### config.mk
export PLATFORM = sky130hd
export DESIGN_NAME = draw_letters_flat
export DESIGN_NICKNAME = d
export VERILOG_FILES = /design/src/rtl/draw_letters_if.sv /design/src/rtl/draw_letters.sv /design/src/flat_wrapper.sv
export SDC_FILE = /design/constraint.sdc
export NUM_CORES = 1
export LEC_CHECK = 0
export BUFFER_PORTS_ARGS = -buffer_cell sky130_fd_sc_hd__buf_2
export CAP_MARGIN = 0
export CORE_ASPECT_RATIO = 1.1
export CORE_UTILIZATION = 52
export DETAILED_ROUTE_END_ITERATION = 16
export PLACE_DENSITY = 0.93
export SYNTH_ARGS = -nofsm -noshare
export SYNTH_HDL_FRONTEND = slang
export SYNTH_SLANG_ARGS = --single-unit
### constraint.sdc
create_clock -name clk -period 2.5 [get_ports clk]
set_input_delay 0.5 -clock clk [delete_from_list [all_inputs] [get_ports clk]]
set_output_delay 0.5 -clock clk [all_outputs]
set_load 0.01 [all_outputs]
### src/rtl/draw_letters_if.sv
// VGA stream bundle shared by the drawing stages.
// Fields: hcount, vcount, hsync, vsync, hblnk, vblnk, rgb (RGB444).
interface vga_if;
  logic [10:0] hcount;
  logic [10:0] vcount;
  logic        hsync;
  logic        vsync;
  logic        hblnk;
  logic        vblnk;
  logic [11:0] rgb;

  modport in (
    input hcount, vcount, hsync, vsync,
    input hblnk, vblnk, rgb
  );

  modport out (
    output hcount, vcount, hsync, vsync,
    output hblnk, vblnk, rgb
  );
endinterface

### src/rtl/draw_letters.sv
// Overlays font-ROM glyph pixels (TEXT_COLOR) onto the VGA stream,
// with the stream delayed to match ROM latency and optional frame blink.
// Ports: clk, rst (async, active-low), char_addr (ROM address, 0 = none),
//   char_pixels (ROM row, bit 7 leftmost), blink_en,
//   vga_in (previous stage), vga_out (delayed by ROM_LAT+1, overlaid).
module draw_letters #(
  parameter int          ROM_LAT      = 1,
  parameter logic [11:0] TEXT_COLOR   = 12'hFFF,
  parameter int          BLINK_FRAMES = 30
) (
  input  logic        clk,
  input  logic        rst,
  input  logic [10:0] char_addr,
  input  logic [7:0]  char_pixels,
  input  logic        blink_en,
  vga_if.in           vga_in,
  vga_if.out          vga_out
);

  typedef struct packed {
    logic [10:0] hc;
    logic [10:0] vc;
    logic        hs;
    logic        vs;
    logic        hb;
    logic        vb;
    logic [11:0] rgb;
  } vga_t;

  typedef struct packed {
    vga_t        v;
    logic [10:0] addr;
  } stg_t;

  localparam logic [7:0] BF_LAST = 8'(BLINK_FRAMES - 1);

  stg_t stg_in;
  stg_t stg_d;
  stg_t stg_q [ROM_LAT];

  vga_t out_q;
  vga_t out_d;

  logic       vs_q;
  logic       vs_rise;
  logic [7:0] cnt_q;
  logic [7:0] cnt_d;
  logic       vis_q;
  logic       vis_d;

  logic [2:0] bit_idx;
  logic       pix;
  logic       draw;

  assign stg_in.v.hc  = vga_in.hcount;
  assign stg_in.v.vc  = vga_in.vcount;
  assign stg_in.v.hs  = vga_in.hsync;
  assign stg_in.v.vs  = vga_in.vsync;
  assign stg_in.v.hb  = vga_in.hblnk;
  assign stg_in.v.vb  = vga_in.vblnk;
  assign stg_in.v.rgb = vga_in.rgb;
  assign stg_in.addr  = char_addr;

  // stg_q[k] holds the stream k+1 cycles old.
  always_ff @(posedge clk or negedge rst) begin
    if (!rst) begin
      for (int k = 0; k < ROM_LAT; k++) begin
        stg_q[k] <= '0;
      end
    end else begin
      stg_q[0] <= stg_in;
      for (int k = 1; k < ROM_LAT; k++) begin
        stg_q[k] <= stg_q[k-1];
      end
    end
  end

  assign stg_d = stg_q[ROM_LAT-1];

  // Leftmost pixel of each 8-pixel cell is glyph bit 7.
  assign bit_idx = 3'd7 - stg_d.v.hc[2:0];
  assign pix     = char_pixels[bit_idx];

  assign draw = pix
              & (stg_d.addr != 11'd0)
              & ~stg_d.v.hb
              & ~stg_d.v.vb
              & vis_q;

  always_comb begin
    out_d = stg_d.v;
    if (draw) begin
      out_d.rgb = TEXT_COLOR;
    end
  end

  always_ff @(posedge clk or negedge rst) begin
    if (!rst) begin
      out_q <= '0;
    end else begin
      out_q <= out_d;
    end
  end

  assign vga_out.hcount = out_q.hc;
  assign vga_out.vcount = out_q.vc;
  assign vga_out.hsync  = out_q.hs;
  assign vga_out.vsync  = out_q.vs;
  assign vga_out.hblnk  = out_q.hb;
  assign vga_out.vblnk  = out_q.vb;
  assign vga_out.rgb    = out_q.rgb;

  // Frame events come from the undelayed vsync.
  assign vs_rise = vga_in.vsync & ~vs_q;

  // Disabling wins over a coincident vsync rise.
  always_comb begin
    cnt_d = cnt_q;
    vis_d = vis_q;
    if (!blink_en) begin
      cnt_d = 8'd0;
      vis_d = 1'b1;
    end else if (vs_rise) begin
      if (cnt_q == BF_LAST) begin
        cnt_d = 8'd0;
        vis_d = ~vis_q;
      end else begin
        cnt_d = cnt_q + 8'd1;
      end
    end
  end

  always_ff @(posedge clk or negedge rst) begin
    if (!rst) begin
      vs_q  <= 1'b0;
      cnt_q <= 8'd0;
      vis_q <= 1'b1;
    end else begin
      vs_q  <= vga_in.vsync;
      cnt_q <= cnt_d;
      vis_q <= vis_d;
    end
  end

endmodule
### src/flat_wrapper.sv
// flat-port wrapper written by rule: the top's interface ports become plain ports
module draw_letters_flat 
#(
  parameter int          ROM_LAT      = 1,
  parameter logic [11:0] TEXT_COLOR   = 12'hFFF,
  parameter int          BLINK_FRAMES = 30
)
  (clk, rst, char_addr, char_pixels, blink_en, vga_in_hcount, vga_in_vcount, vga_in_hsync, vga_in_vsync, vga_in_hblnk, vga_in_vblnk, vga_in_rgb, vga_out_hcount, vga_out_vcount, vga_out_hsync, vga_out_vsync, vga_out_hblnk, vga_out_vblnk, vga_out_rgb);
  vga_if vga_in_i ();
  vga_if vga_out_i ();
  input  logic clk;
  input  logic rst;
  input  logic [10:0] char_addr;
  input  logic [7:0] char_pixels;
  input  logic blink_en;
  input wire logic [$bits(vga_in_i.hcount)-1:0] vga_in_hcount;
  input wire logic [$bits(vga_in_i.vcount)-1:0] vga_in_vcount;
  input wire logic [$bits(vga_in_i.hsync)-1:0] vga_in_hsync;
  input wire logic [$bits(vga_in_i.vsync)-1:0] vga_in_vsync;
  input wire logic [$bits(vga_in_i.hblnk)-1:0] vga_in_hblnk;
  input wire logic [$bits(vga_in_i.vblnk)-1:0] vga_in_vblnk;
  input wire logic [$bits(vga_in_i.rgb)-1:0] vga_in_rgb;
  output wire logic [$bits(vga_out_i.hcount)-1:0] vga_out_hcount;
  output wire logic [$bits(vga_out_i.vcount)-1:0] vga_out_vcount;
  output wire logic [$bits(vga_out_i.hsync)-1:0] vga_out_hsync;
  output wire logic [$bits(vga_out_i.vsync)-1:0] vga_out_vsync;
  output wire logic [$bits(vga_out_i.hblnk)-1:0] vga_out_hblnk;
  output wire logic [$bits(vga_out_i.vblnk)-1:0] vga_out_vblnk;
  output wire logic [$bits(vga_out_i.rgb)-1:0] vga_out_rgb;
  assign vga_in_i.hcount = vga_in_hcount;
  assign vga_in_i.vcount = vga_in_vcount;
  assign vga_in_i.hsync = vga_in_hsync;
  assign vga_in_i.vsync = vga_in_vsync;
  assign vga_in_i.hblnk = vga_in_hblnk;
  assign vga_in_i.vblnk = vga_in_vblnk;
  assign vga_in_i.rgb = vga_in_rgb;
  assign vga_out_hcount = vga_out_i.hcount;
  assign vga_out_vcount = vga_out_i.vcount;
  assign vga_out_hsync = vga_out_i.hsync;
  assign vga_out_vsync = vga_out_i.vsync;
  assign vga_out_hblnk = vga_out_i.hblnk;
  assign vga_out_vblnk = vga_out_i.vblnk;
  assign vga_out_rgb = vga_out_i.rgb;
  draw_letters #(.ROM_LAT(ROM_LAT), .TEXT_COLOR(TEXT_COLOR), .BLINK_FRAMES(BLINK_FRAMES)) u_core (.clk(clk), .rst(rst), .char_addr(char_addr), .char_pixels(char_pixels), .blink_en(blink_en), .vga_in(vga_in_i), .vga_out(vga_out_i));
endmodule
Yosys cells after proc, flatten, opt, wreduce, memory -nomap -nowiden. Cells that the tools add are included.

$add $sub $neg: 2. Order comparisons: 1. Bitwise gates (word level): 9. Mux-type cells: 9. Reduce and logical (&&, ||, !) cells: 2. Eq/ne operators: 3.

Operator list (count): 2-to-1 mux 8 bit (3); 2-to-1 mux 12 bit (1); nonzero test 11 bit (1); adder 8 x 1 -> 8 bit, second input constant (1); equality test 8 x 5 -> 1 bit, second input constant (1); bitwise AND 1 bit (5); less-than comparator 3 x 4 -> 1 bit, second input constant (1); 2-to-1 mux 1 bit (4); != test 2 x 1 -> 1 bit, second input constant (2); inverter 1 bit (4); binary-select mux 1 bit (select 3 bit) (1); subtractor 3 bit, first input constant (1); AND reduction 2 bit (1).

Bits in registers: 96. Word-level logic and storage cells: 43.

Logic depth before layout (Yosys ltp).
Depth after elaboration: 8. Depth in mapped cells: 6.

Least setup slack after synthesis. OpenSTA, ideal clock, no wires.

Path type: input to register. From: input port char_pixels[4]. To: register u_core.out_q, in the netlist u_core.vga_out.rgb[10]. Setup slack: 0.944 ns. Stages on the path: 5. Buffers on the path: 1. Data arrival time: 1.432 ns. Cell sequence: mux2_1 > o311ai_2 > nor4_2 > buf_6 > or2_1.

RTL lines: start: declaration (line flat_wrapper.sv:14) `input logic [7:0] char_pixels;`; end signal: assignment (line draw_letters.sv:101) `out_q <= out_d;`; end: declaration (line draw_letters.sv:41) `vga_t out_q;`.

==> results_dict.tcl <==
set metrics [dict create \
    outcome "complete, no violations" \
    postCtsHoldBufs 0 \
    drt_iter0_markers 83 \
    criticalPathCategory "reg -> reg" \
    fin_nets 334 \
    peakVddDrop_mv 0.539 \
    cp-start-kind "register" \
    via_count 1606 \
    stdcell_area_sq_um 3650 \
    fin_ws_ns 0.789 \
    synth_edf_count 0 \
    postCtsSetupBuffers 0 \
    grt_pass1_vias 1537 \
    place.port_buffers 97 \
    synth_common_cells "95 x dfrtp_1, 10 x or2_1, 8 x nor2_1" \
    grt_max_degree 72 \
    ctsLongestPathBuffers 2 \
    worst_pin_slew_ns 0.820 \
    grt_pass1_wl_mm 6.91 \
    max_freq_mhz 585 \
    globalplace.congestion 0.663 \
    drt.antenna.violating_nets 0 \
    core_sq_um 5360 \
    fin_hold_ws_ns 0.265 \
    fp.dieW_um 73.0 \
    ff2ff_setup_slack_ns 0.79 \
    synth.most_common_cell "dfrtp_1" \
    placedCellCount 336 \
    pre_cts_slack_ns 0.721 \
    crit_fanout 12 \
    overflow 0 \
    wirelength_mm 4.41 \
    final-setup-viol-count 0 \
    drv_slew 0 \
    start_util_pct 53.7 \
    syn_nets 227 \
    period_share_pct 68.4 \
    die_area_sq_um 5840 \
    finalSetupTns_ns 0 \
    cts_sinks 96 \
    synth.area.top_cells "dfrtp_1 83%, or2_1 2.2%, xnor2_1 2.1%" \
    hold_viol_final 0 \
    rows 28 \
    relSlewSlack_pct 45.4 \
    power_mw 2.78 \
    critical_path_required_ns 2.77 \
    clock_latency_ns 0.33 \
    end_kind "register" \
    drc 0 \
    period_needed_ns 1.71 \
    cts_tree "done" \
    synth.top_cell.area_share_pct 82.5 \
    synthDistinctLibCells 32 \
    wire_per_inst_um 12.6 \
    leakagePower_nw 1.76 \
    syn-instance-count 165 \
    synth_warnings 0 \
    hpwl_mm 3.12 \
    pin_count 98 \
    fillers 391 \
    drive_above_1_share_pct 44.9 \
    fin_worst_skew_ns 0.00652 \
    track_usage_pct 16.7 \
    place_area_sq_um 3460 \
    ctsHtreeMaxLevel 3 \
    synth_area_sq_um 2880 \
    die_y_um 80.1 \
    powerDensity_nw_per_um2 761 \
    drtPass1Iterations 6 \
    ys_seq_area_share_pct 83.4 \
    clk_pin_slew_worst_paths_ns 0.08 \
    stdcell_count 351 \
    yosys.area.top_type "dfrtp_1" \
    vias_per_cell 4.58 \
    finish.utilization_pct 68.1 \
    antenna_found_initial 0 \
    holdCritPathClass "in -> reg" \
    rsz0062_at_grt "false" \
    cts_buffers 9 \
    cts_root_buf "clkbuf_8" \
    drv_cap 0 \
    async_reset_ff_share_pct 100 \
    synth-main-ff-cell "dfrtp_1" \
    cts_resized 0 \
    syn2layout_area_growth_pct 26.8 \
    avgSynthCellArea_sq_um 17.5 \
    arrival_ns 1.98 \
    ys_ff_latch 96 \
    n_antenna_cell 0 \
]
-- power by group --
group          internal (mW)  switching (mW)
clock                  0.484           0.476
combinational         0.0759          0.0902
sequential              1.63          0.0247
total                   2.19           0.591
-- flip-flops by register name, indices dropped and copies added, names as in the netlist --
signal / cells
u_core.vga_out.hsync: 1
u_core.vis_q: 1
u_core.vga_out.hblnk: 1
u_core.vga_out.hcount: 11
u_core.cnt_q: 8
u_core.vga_out.vblnk: 1
u_core.vga_out.rgb: 12
u_core.out_d: 26
u_core.vga_out.vsync: 1
u_core.vga_out.vcount: 11
u_core.stg_d: 23
-- cell usage in the layout, fill, tap and decap left out --
cell type	instances
nand3_1	1
o311ai_2	1
nor3_1	2
clkinv_2	2
inv_1	3
or2_2	2
nor4_1	2
dfstp_2	1
a211oi_1	2
clkbuf_8	10
ha_1	2
nand2_1	7
nand2b_1	2
nand4_1	1
clkinvlp_4	1
bufinv_16	1
or3_1	2
nor4_2	1
a2111oi_2	2
a21oi_1	2
buf_4	3
inv_6	1
o31ai_1	1
nor2_1	8
a21boi_0	1
and3_2	1
buf_2	96
dfrtp_1	95
or2_1	10
mux4_2	1
and2_1	1
mux2_1	1
mux2i_1	1
xnor2_1	7
nor2_2	1
and3_1	1
-- critical path, cell delays in order (launching register included) --
cell and delay, ns:
dfrtp_1 0.44, mux2_1 0.25, o311ai_2 0.09, nor4_2 0.65
or2_2 0.22
-- final timing paths --
path,to,startpoint,depth (start not counted)
worst max-delay path,u_core.vga_out.rgb[11],u_core.out_d[28],4
max in group asynchronous,u_core.stg_d[20],rst,2
worst min register to register,u_core.vga_out.hcount[7],u_core.out_d[34],0
worst min-delay path,u_core.stg_d[19],vga_in_rgb[8],1
min in group asynchronous,u_core.out_d[37],rst,1
worst max register to register,u_core.vga_out.rgb[11],u_core.out_d[28],4
-- area by class of cell --
type	count	area, sq um	area share (%)
clock buffer	10	138	3.77
multi-input combinational	63	445	12.2
sequential	96	2400	65.8
inverter	3	11.3	0.308
clock inverter	5	56.3	1.54
tap	75	93.8	2.57
timing repair buffer	99	503	13.8
-- logic make-up (layout without fill, tap and decap cells) --
kind of cell | count (synthesis) | count (layout) | synth area share, %
AOI/OAI and AO/OA | 9 | 9 | 3.00
xor gates and xnor gates | 7 | 7 | 2.13
adders and majority gates | 2 | 2 | 0.869
buffers and inverters | 6 | 117 | 1.09
DFF | 96 | 96 | 83.4
muxes | 3 | 3 | 1.52
and+or+nand+nor | 42 | 42 | 7.95
-- per-layer routing --
layer,up-vias,routed length (um),part of all wire (%),track usage (%)
li1,750,-,-,-
met1,792,1880,43,21.0
met2,60,2290,52,27.1
met3,4,206,4.7,4.64
met4,0,26,0.59,7.65
met5,-,0,0,0
(Power assumes the default switching activity.)
